## config.mk

```make
export PLATFORM = sky130hd
export DESIGN_NAME = regfile_access_arbiter
export DESIGN_NICKNAME = d
export VERILOG_FILES = /design/src/rtl/regfile_access_arbiter.sv
export SDC_FILE = /design/constraint.sdc
export NUM_CORES = 1
export LEC_CHECK = 0
export CAP_MARGIN = 20
export CELL_PAD_IN_SITES_DETAIL_PLACEMENT = 0
export CELL_PAD_IN_SITES_GLOBAL_PLACEMENT = 1
export CORE_MARGIN = 3
export CORE_UTILIZATION = 33
export DETAILED_ROUTE_END_ITERATION = 7
export PLACE_DENSITY = 0.87
export SYNTH_ARGS = -nofsm -noshare
export SYNTH_HDL_FRONTEND = slang
export SYNTH_SLANG_ARGS = --single-unit
```

## constraint.sdc

```tcl
create_clock -name clk -period 2.6 [get_ports clk]
set_input_delay 0.26 -clock clk [delete_from_list [all_inputs] [get_ports clk]]
set_output_delay 0.26 -clock clk [all_outputs]
set_load 0.005 [all_outputs]
```

## src/rtl/regfile_access_arbiter.sv

```systemverilog
// Purpose: round-robin arbiter giving two requesters (m0 core, m1 debug/load) access to one register-file port.
// Latency: handshake edge T, register-file access in cycle T+1, response pulse in cycle T+2.
// Backpressure: ready is given only in IDLE; requests arriving while busy wait with valid held (no buffering).
module regfile_access_arbiter #(
   parameter int DATA_W   = 32,
   parameter int ADDR_W   = 5,
   parameter int ZERO_REG = 1
) (
   input  logic              clk,
   input  logic              rst,
   input  logic              m0_valid,
   output logic              m0_ready,
   input  logic              m0_we,
   input  logic [ADDR_W-1:0] m0_addr,
   input  logic [DATA_W-1:0] m0_wdata,
   output logic              m0_rvalid,
   output logic [DATA_W-1:0] m0_rdata,
   input  logic              m1_valid,
   output logic              m1_ready,
   input  logic              m1_we,
   input  logic [ADDR_W-1:0] m1_addr,
   input  logic [DATA_W-1:0] m1_wdata,
   output logic              m1_rvalid,
   output logic [DATA_W-1:0] m1_rdata,
   output logic [ADDR_W-1:0] rf_addr,
   output logic              rf_we,
   output logic [DATA_W-1:0] rf_wdata,
   input  logic [DATA_W-1:0] rf_rdata,
   output logic              busy
);

   typedef enum logic [1:0] {IDLE, ISSUE, RESP} state_t;

   state_t              state_q, state_d;
   logic                last_grant_q, last_grant_d;
   logic                id_q, id_d;
   logic                we_q, we_d;
   logic [ADDR_W-1:0]   addr_q, addr_d;
   logic [DATA_W-1:0]   wdata_q, wdata_d;
   logic [DATA_W-1:0]   m0_rdata_q, m0_rdata_d;
   logic [DATA_W-1:0]   m1_rdata_q, m1_rdata_d;

   logic                gnt0, gnt1;
   logic                zero_hit;
   logic [DATA_W-1:0]   rdata_cap;

   // Index 0 is treated as hardwired zero only when ZERO_REG is enabled.
   assign zero_hit = (ZERO_REG != 0) && (addr_q == '0);

   // Winner selection: a lone requester wins; on a tie the one not granted last time wins.
   always_comb begin
      gnt0 = 1'b0;
      gnt1 = 1'b0;
      if (state_q == IDLE && !rst) begin
         if (m0_valid && (!m1_valid || last_grant_q)) begin
            gnt0 = 1'b1;
         end else if (m1_valid) begin
            gnt1 = 1'b1;
         end
      end
   end

   // Value returned to the requester: real read data, or zero for writes and hardwired index 0.
   always_comb begin
      rdata_cap = rf_rdata;
      if (we_q || zero_hit) begin
         rdata_cap = '0;
      end
   end

   // Next-state logic: latch the winning request, access the file, then pulse the response.
   always_comb begin
      state_d      = state_q;
      last_grant_d = last_grant_q;
      id_d         = id_q;
      we_d         = we_q;
      addr_d       = addr_q;
      wdata_d      = wdata_q;
      m0_rdata_d   = m0_rdata_q;
      m1_rdata_d   = m1_rdata_q;
      case (state_q)
         IDLE: begin
            if (gnt0) begin
               state_d      = ISSUE;
               last_grant_d = 1'b0;
               id_d         = 1'b0;
               we_d         = m0_we;
               addr_d       = m0_addr;
               wdata_d      = m0_wdata;
            end else if (gnt1) begin
               state_d      = ISSUE;
               last_grant_d = 1'b1;
               id_d         = 1'b1;
               we_d         = m1_we;
               addr_d       = m1_addr;
               wdata_d      = m1_wdata;
            end
         end
         ISSUE: begin
            state_d = RESP;
            if (id_q) begin
               m1_rdata_d = rdata_cap;
            end else begin
               m0_rdata_d = rdata_cap;
            end
         end
         RESP: begin
            state_d = IDLE;
         end
         default: begin
            state_d = IDLE;
         end
      endcase
   end

   // State and latched-request registers; synchronous reset aborts any transaction in flight.
   always_ff @(posedge clk) begin
      if (rst) begin
         state_q      <= IDLE;
         last_grant_q <= 1'b1;
         id_q         <= 1'b0;
         we_q         <= 1'b0;
         addr_q       <= '0;
         wdata_q      <= '0;
         m0_rdata_q   <= '0;
         m1_rdata_q   <= '0;
      end else begin
         state_q      <= state_d;
         last_grant_q <= last_grant_d;
         id_q         <= id_d;
         we_q         <= we_d;
         addr_q       <= addr_d;
         wdata_q      <= wdata_d;
         m0_rdata_q   <= m0_rdata_d;
         m1_rdata_q   <= m1_rdata_d;
      end
   end

   assign m0_ready  = gnt0;
   assign m1_ready  = gnt1;
   assign rf_addr   = addr_q;
   assign rf_wdata  = wdata_q;
   assign rf_we     = (state_q == ISSUE) && we_q && !zero_hit && !rst;
   assign m0_rvalid = (state_q == RESP) && !id_q && !rst;
   assign m1_rvalid = (state_q == RESP) && id_q && !rst;
   assign m0_rdata  = m0_rdata_q;
   assign m1_rdata  = m1_rdata_q;
   assign busy      = (state_q != IDLE);

endmodule

```

# After elaboration in Yosys (flattened, before gate mapping)
# Cells that the tools add are included.
[word_totals]
reg_bits = 106
input_bits = 112
out_inout_bits = 107
[op_classes]
n_eq_ne = 3
n_mux = 17
bitwise_logic = 1
n_reduce_logical = 22
[op_table]
columns = ["op", "n"]
rows = [
  ["32-bit two-way mux", 3],
  ["5-bit two-way mux", 2],
  ["1-bit logical AND", 9],
  ["1-bit two-way mux", 9],
  ["2-bit AND reduction", 3],
  ["5-bit zero test", 1],
  ["1-bit zero test", 4],
  ["2-bit two-way mux", 2],
  ["2-bit one-hot mux with 2 select lines", 1],
  ["2-bit nonzero test", 2],
  ["3-bit inequality test, second input constant", 1],
  ["2-bit by 1-bit equality test with 1-bit output, second input constant", 1],
  ["2-bit equality test, second input constant", 1],
  ["2-bit zero test", 1],
  ["1-bit logical OR", 2],
  ["1-bit inverter", 1],
]

# Longest topological paths before layout
# Gate-level depths: netlist of the first run.
[logic_depth]
depth_word = 8
mapped_depth = 6

# Worst setup path after synthesis of the first run
# Ideal clock, no wire load.
[synth_timing]
path_kind = "flip-flop to output port"
startpoint = "register state_q[1]"
endpoint = "output port m0_ready"
t_arrival_ns = 1.271
setup_slack_ns = 1.069
stages_incl_launch_ff = 6
path_cell_list = "dfxtp_1 buf_6 or3_4 buf_6 buf_6 nor3_4"
[synth_between]
elab_chain_len = 3
[synth_lines]
columns = ["item", "line", "rtl"]
rows = [
  ["start: declaration", "34", "state_t state_q, state_d;"],
  ["start signal: assignment", "128", "state_q <= state_d;"],
  ["2-bit zero test", "54", "if (state_q == IDLE && !rst) begin"],
  ["1-bit logical AND", "54", ""],
  ["1-bit two-way mux", "54", ""],
  ["end: declaration", "12", "output logic m0_ready,"],
]
# Every way passes these cells.

# Final worst setup path of the first run
[layout_timing]
startpoint = "register addr_q[0] (netlist: rf_addr[0])"
endpoint = "output port rf_we"
[layout_between]
elab_chain_len = 4
[layout_lines]
columns = ["item", "line", "rtl"]
rows = [
  ["start: declaration", "38", "logic [ADDR_W-1:0] addr_q, addr_d;"],
  ["start signal: assignment", "132", "addr_q <= addr_d;"],
  ["5-bit zero test", "48", "assign zero_hit = (ZERO_REG != 0) && (addr_q == '0);"],
  ["1-bit zero test", "143", "assign rf_we = (state_q == ISSUE) && we_q && !zero_hit && !rst;"],
  ["1-bit logical AND (2 in a row)", "143", ""],
  ["end: declaration", "26", "output logic rf_we,"],
]
# Every way passes these cells.

==> flow_summary.ini, run 1 <==
[status]
run_status = complete, no violations

[setup_path]
path_class = flip-flop to primary output
r2r_cells = 4
worstReg2RegEnd = m0_rdata[8]
crit_start = rf_addr[0]
r2r-start = rf_addr[0]
rrSetupSlack_ps = 650
endpoint_kind = primary output
worst_ep_required_time_ps = 2340
crit_fanout = 3
critPathArrivalTime_ps = 2090
start_kind = flip-flop

[grt]
grt_pass1_vias = 5233
antenna_found_initial = 0
grt_pass1_wl_um = 27200
grt_max_degree = 95
grt.overflow.total = 0
grtUsageTotal = 0.202

[timing]
fmax_mhz = 425
min_period_over_period = 0.905
clock_skew_ps = 11.7
drv_slew = 0
maxSlewHeadroom = 0.332
hold_violations = 0
setup_viol = 0
period_minus_slack_ps = 2350
tightest_slew_ps = 1000
rsz0062_at_grt = no
fin_setup_tns_ps = 0
setup_ws_ps = 247

[route]
drt_pass1_iterations = 4
vias = 5343
drc = 0
dr.first_iter.drc_count = 311
wl_per_cell_um = 18.5
postRouteAntennaNets = 0
drt_wl_total_um = 17400
viasPerCell = 5.67

[power]
power_frac_seq = 0.435
p_int_mw = 2.95
p_switching_mw = 1.15
clockPowerShare = 0.331
pwr-share-comb = 0.234
p_total_mw = 4.10
leakage_nw = 2.40
switching_share = 0.280
power.density_mw_per_mm2 = 545
irDropWorstVdd_v = 0.000304

[logic_synthesis]
syn_area_mm2 = 0.00502
syn_avg_cell_area_um2 = 8.53
synthesis.nets = 700
synthArstFlopShare = 0
synth-edff-count = 0
netlist_instances = 588
yosys.area.top_type = dfxtp_1
synth_ff_type = dfxtp_1
yosys.area.top_type_share = 0.423
synth.distinct_cells = 33
synth-seq-cells = 106
synth.yosys.warnings = 0
synth.area.top_cells = dfxtp_1 (42%), a21oi_1 (10%), o211ai_1 (9.6%)
synth-seq-area-share = 0.423

[cts]
htree_levels = 3
post_cts_resized = 0
cts.root.buffer_cell = clkbuf_16
cts_tree = built
cts.sink_count = 106
clk_pin_slew_ps = 70
clk_latency_ps = 350
clk_path_buf_depth = 2
holdBufCountCts = 0
post_cts_buffers = 0
cts_made_buffers = 9

[cells_and_area]
drive_above_1_share = 0.0660
nets = 866
syn_to_final_growth_pct = 49.9
diodes = 0

[run]
drv_cap = 0

[place]
gp_congestion = 0.791
io_buffers = 218
dp_hpwl_um = 11900
dp_slack_ps = 469

[floorplanning]
die_h_um = 129
die_area_mm2 = 0.0167
die_x_um = 129
rows = 44
core_mm2 = 0.0147
io_pins = 219
start_util = 0.341

[worst_hold_path]
whs_path_depth = 2
hold_start = rst
hold_class = input port to flip-flop
min_to = rf_addr[1]
layout make-up:
type,instances,area [µm²]
fill,1380,7180
multi-input combinational,399,2530
timing repair buffer,236,2340
sequential,106,2120
clock buffer,12,246
tap,184,230
clock inverter,3,40.0
inverter,2,7.51
worst max-delay path: stages (launching register included):
cell and delay (ps):
dfxtp_1 320, or4_2 720, o211a_1 240, clkdlybuf4s50_1 460
cells by family after synthesis:
logic type / count (synthesis) / synth area share
AOI/OAI and AO/OA: 245 / 0.334
buffers and inverters: 83 / 0.0753
DFF: 106 / 0.423
and+or+nand+nor: 154 / 0.168
how the worst max path moves through the flow:
stage                        end  slack (ps)  cells past startpoint
floorplan               m0_ready        1070                      5
global placement    rf_wdata[10]         560                      5
detailed placement  rf_wdata[13]         470                      5
CTS                        rf_we         200                      3
global route               rf_we         170                      3
finish                     rf_we         250                      3
synth_stat cells (all sizes together) (2+ instances only):
| library cell | count |
|---|---|
| a21oi | 103 |
| a311oi | 38 |
| buf | 31 |
| clkbuf | 50 |
| dfxtp | 106 |
| inv | 2 |
| nand2 | 65 |
| nand4 | 38 |
| nor2 | 2 |
| nor2b | 33 |
| nor3 | 3 |
| nor3b | 2 |
| o211ai | 64 |
| o31ai | 38 |
routing by layer:
| layer | vias up | global-route usage | part of all wire |
|---|---|---|---|
| met2 | 237 | 0.346 | 0.48 |
| met1 | 2533 | 0.240 | 0.40 |
| met3 | 23 | 0.0610 | 0.095 |
| met4 | 0 | 0.0735 | 0.020 |
| met5 | - | 0 | 0 |
| li1 | 2550 | - | - |
per-stage QoR:
step / util / hold WS, ps / std cells / cell area, µm²
after CTS: 0.512 / 234 / 942 / 7520
after global placement: 0.492 / 444 / 927 / 7230
after detailed placement: 0.492 / 449 / 927 / 7230
final: 0.512 / 239 / 942 / 7520
after floorplan: - / 406 / 588 / 5020
after global routing: 0.512 / 245 / 942 / 7520
layout by cell type (no fill, tap or decap), types with 9 or more instances in the layout:
cell type	n
clkdlybuf4s50_1	217
nand2_1	65
nor2b_1	32
o211ai_1	64
buf_4	17
a21oi_1	103
clkbuf_16	9
o31ai_1	29
a311oi_1	38
dfxtp_1	105
nand4_1	38
o31ai_2	9
power groups by stage:
stage               Clock (mW)  Sequential [mW]  Combinational [mW]
finish                    1.36             1.78               0.960
global route              1.47             1.80                1.04
CTS                       1.40             1.79               0.965
detailed placement           0             1.82               0.961
global placement             0             1.82               0.953
floorplan                    0             1.81               0.489
sequential cells by signal, summed over array words and instances (netlist names):
name	cells
id_q	1
last_grant_q	1
m0_rdata	32
m1_rdata	32
state_q	2
we_q	1
rf_addr	5
rf_wdata	32
Power figures use the tool's default switching activity.
==> inputs of run 2 (changes only) <==
--- a/config.mk
+++ b/config.mk
@@ -11,6 +11,7 @@
 export CORE_MARGIN = 3
 export CORE_UTILIZATION = 33
 export DETAILED_ROUTE_END_ITERATION = 7
+export GPL_TIMING_DRIVEN = 1
 export PLACE_DENSITY = 0.87
 export SYNTH_ARGS = -nofsm -noshare
 export SYNTH_HDL_FRONTEND = slang
==> results of run 2 <==
Final layout, timing and power as in run 1 (identical DEF).
